## config.mk

```make
export PLATFORM = sky130hd
export DESIGN_NAME = alu_issue
export DESIGN_NICKNAME = d
export VERILOG_FILES = /design/src/rtl/alu_issue.sv
export SDC_FILE = /design/constraint.sdc
export NUM_CORES = 1
export LEC_CHECK = 0
export BUFFER_PORTS_ARGS = -buffer_cell sky130_fd_sc_hd__buf_2
export CORE_ASPECT_RATIO = 0.75
export CORE_UTILIZATION = 25
export DETAILED_ROUTE_END_ITERATION = 8
export PLACE_DENSITY = 0.56
export SLEW_MARGIN = 20
export SYNTH_ARGS = -nofsm -noshare
export SYNTH_HDL_FRONTEND = slang
export SYNTH_SLANG_ARGS = --single-unit
```

## constraint.sdc

```tcl
create_clock -name clk_i -period 2.3 [get_ports clk_i]
set_clock_uncertainty 0.2 [all_clocks]
set_input_delay 0.23 -clock clk_i [delete_from_list [all_inputs] [get_ports clk_i]]
set_output_delay 0.23 -clock clk_i [all_outputs]
set_load 0.02 [all_outputs]
```

## src/rtl/alu_issue.sv

```systemverilog
// rtl/alu_issue.sv - decode and sequence one R/I-type ALU operation over valid/ready handshakes
module alu_issue (
   input  logic        clk_i,
   input  logic        rst_i,
   input  logic        valid_i,
   output logic        ready_o,
   input  logic [31:0] instr_i,
   input  logic [31:0] rs1_data_i,
   input  logic [31:0] rs2_data_i,
   output logic [31:0] data1_o,
   output logic [31:0] data2_o,
   output logic [2:0]  ALUCtrl_o,
   input  logic [31:0] alu_data_i,
   input  logic        alu_zero_i,
   output logic        valid_o,
   input  logic        ready_i,
   output logic [31:0] result_o,
   output logic        zero_o,
   output logic        illegal_o,
   output logic [15:0] op_cnt_o
);

   typedef enum logic [1:0] {S_IDLE, S_EXEC, S_RESP} state_t;

   localparam logic [6:0] OP_R = 7'b0110011;
   localparam logic [6:0] OP_I = 7'b0010011;
   localparam logic [6:0] F7_ZERO = 7'b0000000;
   localparam logic [6:0] F7_ALT  = 7'b0100000;

   localparam logic [2:0] ALU_ADD = 3'b000;
   localparam logic [2:0] ALU_SUB = 3'b001;
   localparam logic [2:0] ALU_AND = 3'b010;
   localparam logic [2:0] ALU_OR  = 3'b011;
   localparam logic [2:0] ALU_XOR = 3'b100;
   localparam logic [2:0] ALU_SLL = 3'b101;
   localparam logic [2:0] ALU_SRA = 3'b110;
   localparam logic [2:0] ALU_SRL = 3'b111;

   state_t      state_q, state_d;
   logic        accept;
   logic        dec_legal;
   logic [2:0]  dec_ctrl;
   logic [31:0] dec_data2;
   logic [6:0]  opcode, funct7;
   logic [2:0]  funct3;
   logic        unused_instr_bits;

   assign opcode = instr_i[6:0];
   assign funct3 = instr_i[14:12];
   assign funct7 = instr_i[31:25];
   assign unused_instr_bits = ^{instr_i[19:15], instr_i[11:7]};

   assign ready_o = (state_q == S_IDLE);
   assign valid_o = (state_q == S_RESP);
   assign accept  = valid_i && ready_o;

   always_comb begin
      dec_legal = 1'b0;
      dec_ctrl  = ALU_ADD;
      dec_data2 = rs2_data_i;
      if (opcode == OP_R) begin
         case (funct3)
            3'b000: begin
               dec_legal = (funct7 == F7_ZERO) || (funct7 == F7_ALT);
               dec_ctrl  = (funct7 == F7_ALT) ? ALU_SUB : ALU_ADD;
            end
            3'b111: begin dec_legal = (funct7 == F7_ZERO); dec_ctrl = ALU_AND; end
            3'b110: begin dec_legal = (funct7 == F7_ZERO); dec_ctrl = ALU_OR;  end
            3'b100: begin dec_legal = (funct7 == F7_ZERO); dec_ctrl = ALU_XOR; end
            3'b001: begin dec_legal = (funct7 == F7_ZERO); dec_ctrl = ALU_SLL; end
            3'b101: begin
               dec_legal = (funct7 == F7_ZERO) || (funct7 == F7_ALT);
               dec_ctrl  = (funct7 == F7_ALT) ? ALU_SRA : ALU_SRL;
            end
            default: dec_legal = 1'b0;
         endcase
      end else if (opcode == OP_I) begin
         // Non-shift immediates are sign-extended; shifts take only the 5-bit shamt
         dec_data2 = {{20{instr_i[31]}}, instr_i[31:20]};
         case (funct3)
            3'b000: begin dec_legal = 1'b1; dec_ctrl = ALU_ADD; end
            3'b111: begin dec_legal = 1'b1; dec_ctrl = ALU_AND; end
            3'b110: begin dec_legal = 1'b1; dec_ctrl = ALU_OR;  end
            3'b100: begin dec_legal = 1'b1; dec_ctrl = ALU_XOR; end
            3'b001: begin
               dec_legal = (funct7 == F7_ZERO);
               dec_ctrl  = ALU_SLL;
               dec_data2 = {27'b0, instr_i[24:20]};
            end
            3'b101: begin
               dec_legal = (funct7 == F7_ZERO) || (funct7 == F7_ALT);
               dec_ctrl  = (funct7 == F7_ALT) ? ALU_SRA : ALU_SRL;
               dec_data2 = {27'b0, instr_i[24:20]};
            end
            default: dec_legal = 1'b0;
         endcase
      end
   end

   always_ff @(posedge clk_i or negedge rst_i) begin
      if (!rst_i) state_q <= S_IDLE;
      else        state_q <= state_d;
   end

   always_comb begin
      state_d = state_q;
      case (state_q)
         S_IDLE:  if (accept) state_d = dec_legal ? S_EXEC : S_RESP;
         S_EXEC:  state_d = S_RESP;
         S_RESP:  if (ready_i) state_d = S_IDLE;
         default: state_d = S_IDLE;
      endcase
   end

   always_ff @(posedge clk_i or negedge rst_i) begin
      if (!rst_i) begin
         data1_o   <= '0;
         data2_o   <= '0;
         ALUCtrl_o <= ALU_ADD;
         result_o  <= '0;
         zero_o    <= 1'b0;
         illegal_o <= 1'b0;
         op_cnt_o  <= '0;
      end else if (state_q == S_IDLE && accept) begin
         if (dec_legal) begin
            data1_o   <= rs1_data_i;
            data2_o   <= dec_data2;
            ALUCtrl_o <= dec_ctrl;
         end else begin
            result_o  <= '0;
            zero_o    <= 1'b0;
            illegal_o <= 1'b1;
         end
      end else if (state_q == S_EXEC) begin
         result_o  <= alu_data_i;
         zero_o    <= alu_zero_i;
         illegal_o <= 1'b0;
         op_cnt_o  <= op_cnt_o + 16'd1;
      end
   end

endmodule

```

== After elaboration in Yosys (flattened, before gate mapping) ==
Cells that the tools add are included.
Operators by class
  equal/unequal tests: 13
  reduce and logical (&&, ||, !) cells: 15
  multiplexer cells: 26
  $add $sub $neg: 1
  bitwise gates (word level): 1
  multipliers: 0
  divide/modulo/power cells: 0
  shift-type cells: 0
  $lt $le $gt $ge: 0
Operator list (count)
  32-bit 2-to-1 mux: 6
  3-bit case mux with 6 select lines: 1
  16-bit by 1-bit adder with 16-bit output, second input constant: 1
  3-bit case mux with 5 select lines: 1
  7-bit by 6-bit == test with 1-bit output, second input constant: 2
  3-bit == test, second input constant: 4
  1-bit 2-to-1 mux: 10
  2-bit AND reduction: 4
  4-bit OR reduction: 2
  7-bit by 5-bit == test with 1-bit output, second input constant: 1
  7-bit zero test: 1
  2-bit 2-to-1 mux: 3
  3-bit 2-to-1 mux: 2
  2-bit case mux with 3 select lines: 1
  2-bit by 1-bit != test with 1-bit output, second input constant: 2
  2-bit OR reduction: 2
  3-bit by 1-bit == test with 1-bit output, second input constant: 1
  3-bit zero test: 1
  1-bit case mux with 3 select lines: 1
  2-bit by 1-bit == test with 1-bit output, second input constant: 1
  2-bit == test, second input constant: 1
  1-bit logical AND: 2
  2-bit zero test: 1
  2-bit != test, second input constant: 1
  other kinds (4): 4
Word-level totals
  bits in latches: 0
  register bits: 119
  bits in writable memories: 0
  memory bits (read-only): 0
  bits of input ports: 133
  logic and storage cells: 64
  memories kept: 0

== Logic depth before layout (Yosys ltp) ==
  depth in word-level cells: 8
  mapped depth: 8
  depth with buffers taken out: 5

== Worst setup path after synthesis ==
Ideal clock, no wire load.
  path type: input to register
  from: input port instr_i[25]
  to: register ALUCtrl_o[0]
  data arrival time: 1.627 ns
  data required time: 1.975 ns
  stages: 7
  path buffers: 3
  path slack: 0.348 ns
  cells stage by stage: nor4_2 > a22o_1 > and4_1 > buf_6 > buf_6 > buf_6 > mux2_4
Between the ends
  word-level cells in the longest chain between the ends: 6
  elaborated cells on any way between the ends: 14
  those cells by class: eq/ne (1); mux (10); reduce/logical (3)
RTL lines
  start: declaration: RTL line 7  | input logic [31:0] instr_i,
  7-bit by 6-bit == test with 1-bit output or 7-bit zero test (tied branches)
  1-bit logical OR: RTL line 64, 72, 91
  1-bit case mux with 3 select lines: RTL line 80  | case (funct3)
  1-bit 2-to-1 mux: RTL line 77  | end else if (opcode == OP_I) begin
  1-bit 2-to-1 mux: RTL line 61  | if (opcode == OP_R) begin
  2-bit AND reduction (no source line)
  end signal: assignment: RTL line 128  | ALUCtrl_o <= dec_ctrl;
  end: declaration: RTL line 12  | output logic [2:0] ALUCtrl_o,
Parallel ways exist; a longest one is shown, timed or not.
A chain may end at the register's enable or synchronous reset.

== Final worst setup path ==
  from: input port instr_i[2]
  to: register data2_o[2]
Between the ends
  word-level cells in the longest chain between the ends: 4
  elaborated cells on any way between the ends: 7
  those cells by class: eq/ne (2); mux (4); reduce/logical (1)
RTL lines
  7-bit by 5-bit == test with 1-bit output: RTL line 77
  1-bit 2-to-1 mux: RTL line 77
  1-bit 2-to-1 mux: RTL line 61
  2-bit AND reduction (no source line)
  end signal: assignment: RTL line 127  | data2_o <= dec_data2;
  end: declaration: RTL line 11  | output logic [31:0] data2_o,
Parallel ways exist; a longest one is shown, timed or not.

==> impl_metrics.csv <==
group,metric,value,unit
status,status,"complete, no violations",
synth,ys_ff_latch,119,
placement,hpwl,10.1,mm
critical_path,rr_endpoint,"data1_o[5]",
synth,synth_area_leaders,"dfrtp_1 (56%), mux2_2 (11%), nand2_1 (5.6%)",
synth,ys_seq_area_frac,0.558,
sta,final.setup.tns,0,ps
pwr,powerDensity,651,nW/um^2
detailed_routing,final_antenna_net_count,0,
floorplanning,initial_core_util,0.260,
placement,gp_congestion,0.774,
grt,grt_pass1_vias,4717,
finish,antenna_cells,0,
grt,grt_overflow,0,
clock_network,cts_resized,0,
clock_network,h-tree-depth,4,
grt,grt_pass1_wl,23.7,mm
synth,yosys.cell_types.count,41,
floorplanning,floorplan.core_area,20600,sq um
sta,rsz0062_at_grt,"false",
finish,nets,931,
finish,areaGrowthSynthToFinish,58.5,%
detailed_routing,wl_per_cell,13.6,um
detailed_routing,routed_wirelength,14.8,mm
pwr,p_leak,4.42,nW
critical_path,regToRegSetupSlack,320,ps
synth,post-synth-top-area-cell,"dfrtp_1",
pwr,total_power,0.00551,W
pwr,swShare,0.232,
synth,syn_inst,455,
detailed_routing,dr_total_vias,4576,
pwr,power_frac_seq,0.392,
critical_path,crit_required,2390,ps
detailed_routing,drt-initial-drc-count,192,
synth,async_flop_share,1.00,
critical_path,cp-end-kind,"flop",
sta,hold-worst-slack,21.3,ps
min_path,hold_path_class,"in2reg",
clock_network,cts-root-buf,"clkbuf_16",
floorplanning,rows,45,
clock_network,cts_made_buffers,17,
sta,fmax,472,MHz
synth,ys_warn_count,0,
critical_path,cp_max_fo,6,
sta,setup_viol,0,
sta,period_needed,2120,ps
pwr,p_clk_frac,0.513,
sta,hold_violations,0,
synth,netlist.area_leader.share,0.558,
sta,period_share,0.922,
synth,synth_area,5340,sq um
min_path,hold_end,"data2_o[16]",
run,cap_viol_max_count,0,
detailed_routing,via_per_inst,4.19,
critical_path,cp-start-kind,"input pin",
pwr,switchingPower,0.00128,W
synth,synth.most_common_cell,"dfrtp_1",
synth,synth_ff_type,"dfrtp_1",
min_path,holdPathStages,4,
grt,grt_max_degree,38,
floorplanning,io_pins,252,
critical_path,critical_path_class,"in2reg",
pwr,ir_drop,0.334,mV
floorplanning,dieArea,21900,sq um
floorplanning,die_w,171,um
clock_network,cts_buffer_depth,2,
floorplanning,die_height,129,um
clock_network,cts_num_sinks,119,
critical_path,rr_worst_depth,5,
synth,synth_edf_count,0,
clock_network,cts_tree,"built",
clock_network,clk_pin_slew,60,ps
finish,post-route-util,0.412,
min_path,min_from,"rs2_data_i[16]",
placement,port_buffers,241,
pwr,combPwrFrac,0.096,
clock_network,postCtsSetupRepairBufs,0,
synth,yosys-top-cells-count,"dfrtp_1 (119), nand2_1 (80), mux2_2 (53)",
detailed_routing,first_pass_iters,4,
sta,maxSlewViolCount,0,
synth,syn_area_per_cell,11.7,sq um
grt,antenna_found_initial,0,
critical_path,crit_arrival,2210,ps
clock_network,clock_latency,410,ps
pwr,p_int,0.00423,W
critical_path,timing.rr.start,"state_q[1]",
grt,grt_usage,0.138,
synth,synthesis.nets,589,
sta,relSlewSlack,0.618,
detailed_routing,drc,0,
finish,layout-drive-gt1-share,0.458,
sta,worst_slew_pin_slew,567,ps
[through the flow]
stage               area (sq um)  setup WS [ps]  instances
floorplan                   5340            348        455
global placement            6950           58.9        972
detailed placement          6950           69.3        972
CTS                         8460            203       1092
global route                8460            108       1092
finish                      8460            179       1092
[sequential cells by signal, summed over array words and instances (netlist names)]
signal	cells
ALUCtrl_o	3
result_o	32
illegal_o	1
data2_o	32
op_cnt_o	16
data1_o	32
state_q	2
zero_o	1
[layer usage]
| layer | wire length (um) | up-vias | track usage |
|---|---|---|---|
| li1 | - | 2211 | - |
| met1 | 6420 | 2212 | 0.165 |
| met2 | 7390 | 135 | 0.234 |
| met3 | 781 | 18 | 0.0437 |
| met4 | 246 | 0 | 0.0498 |
| met5 | 0 | - | 0 |
[layout by cell type, fill, tap and decap left out, types with 8 or more instances in the layout]
master	instances
buf_2	240
nand2_1	80
dlygate4sd3_1	88
mux2i_1	27
clkbuf_16	17
nor2_1	8
xnor2_1	12
inv_1	31
buf_4	17
mux2_4	19
dfrtp_1	119
o21ai_0	33
mux2_2	53
[logic make-up after synthesis]
kind of cell	after synthesis	share of synthesized area
compound gates	40	0.0417
xor+xnor	16	0.0263
fa+ha+maj	1	0.00234
buf+inv	56	0.0488
flops	119	0.558
mux	99	0.216
simple gates	124	0.107
[how the worst max path moves through the flow]
stage / start / endpoint / slack (ps) / cells past startpoint
final: instr_i[2] / data2_o[2] / 180 / 7
after global routing: instr_i[2] / data2_o[2] / 110 / 7
after CTS: instr_i[2] / data2_o[4] / 200 / 7
after detailed placement: instr_i[25] / data2_o[31] / 70 / 7
after global placement: instr_i[25] / data1_o[3] / 60 / 7
after floorplan: instr_i[25] / ALUCtrl_o[0] / 350 / 7
[final cells by class]
class,instances,area (sq um)
Multi-Input combinational cell,280,2120
Fill cell,1970,12100
Inverter,31,116
Sequential cell,119,2980
Tap cell,282,353
Timing Repair Buffer,348,2270
Clock inverter,15,203
Clock buffer,17,425
[power by group through the flow]
stage	sequential [W]	clock, W	combinational (W)
after floorplan	0.00224	0	0.000126
after global placement	0.00219	0	0.000413
after detailed placement	0.00220	0	0.000414
after CTS	0.00216	0.00292	0.000531
after global routing	0.00216	0.00301	0.000577
final	0.00216	0.00283	0.000527
[worst max-delay path, stage by stage]
cell and delay (ps):
buf_2 90, nand4bb_1 210, buf_4 170, nor3_4 300, mux2_2 390, dlygate4sd3_1 560, mux2_4 260
[what timing repair did]
action,4_1_cts,5_1_grt
hold endpoints to repair,145,0
endpoints found under the setup margin,0,0
hold buffers,88,0
Note: power is estimated with default switching activity, not from simulation.
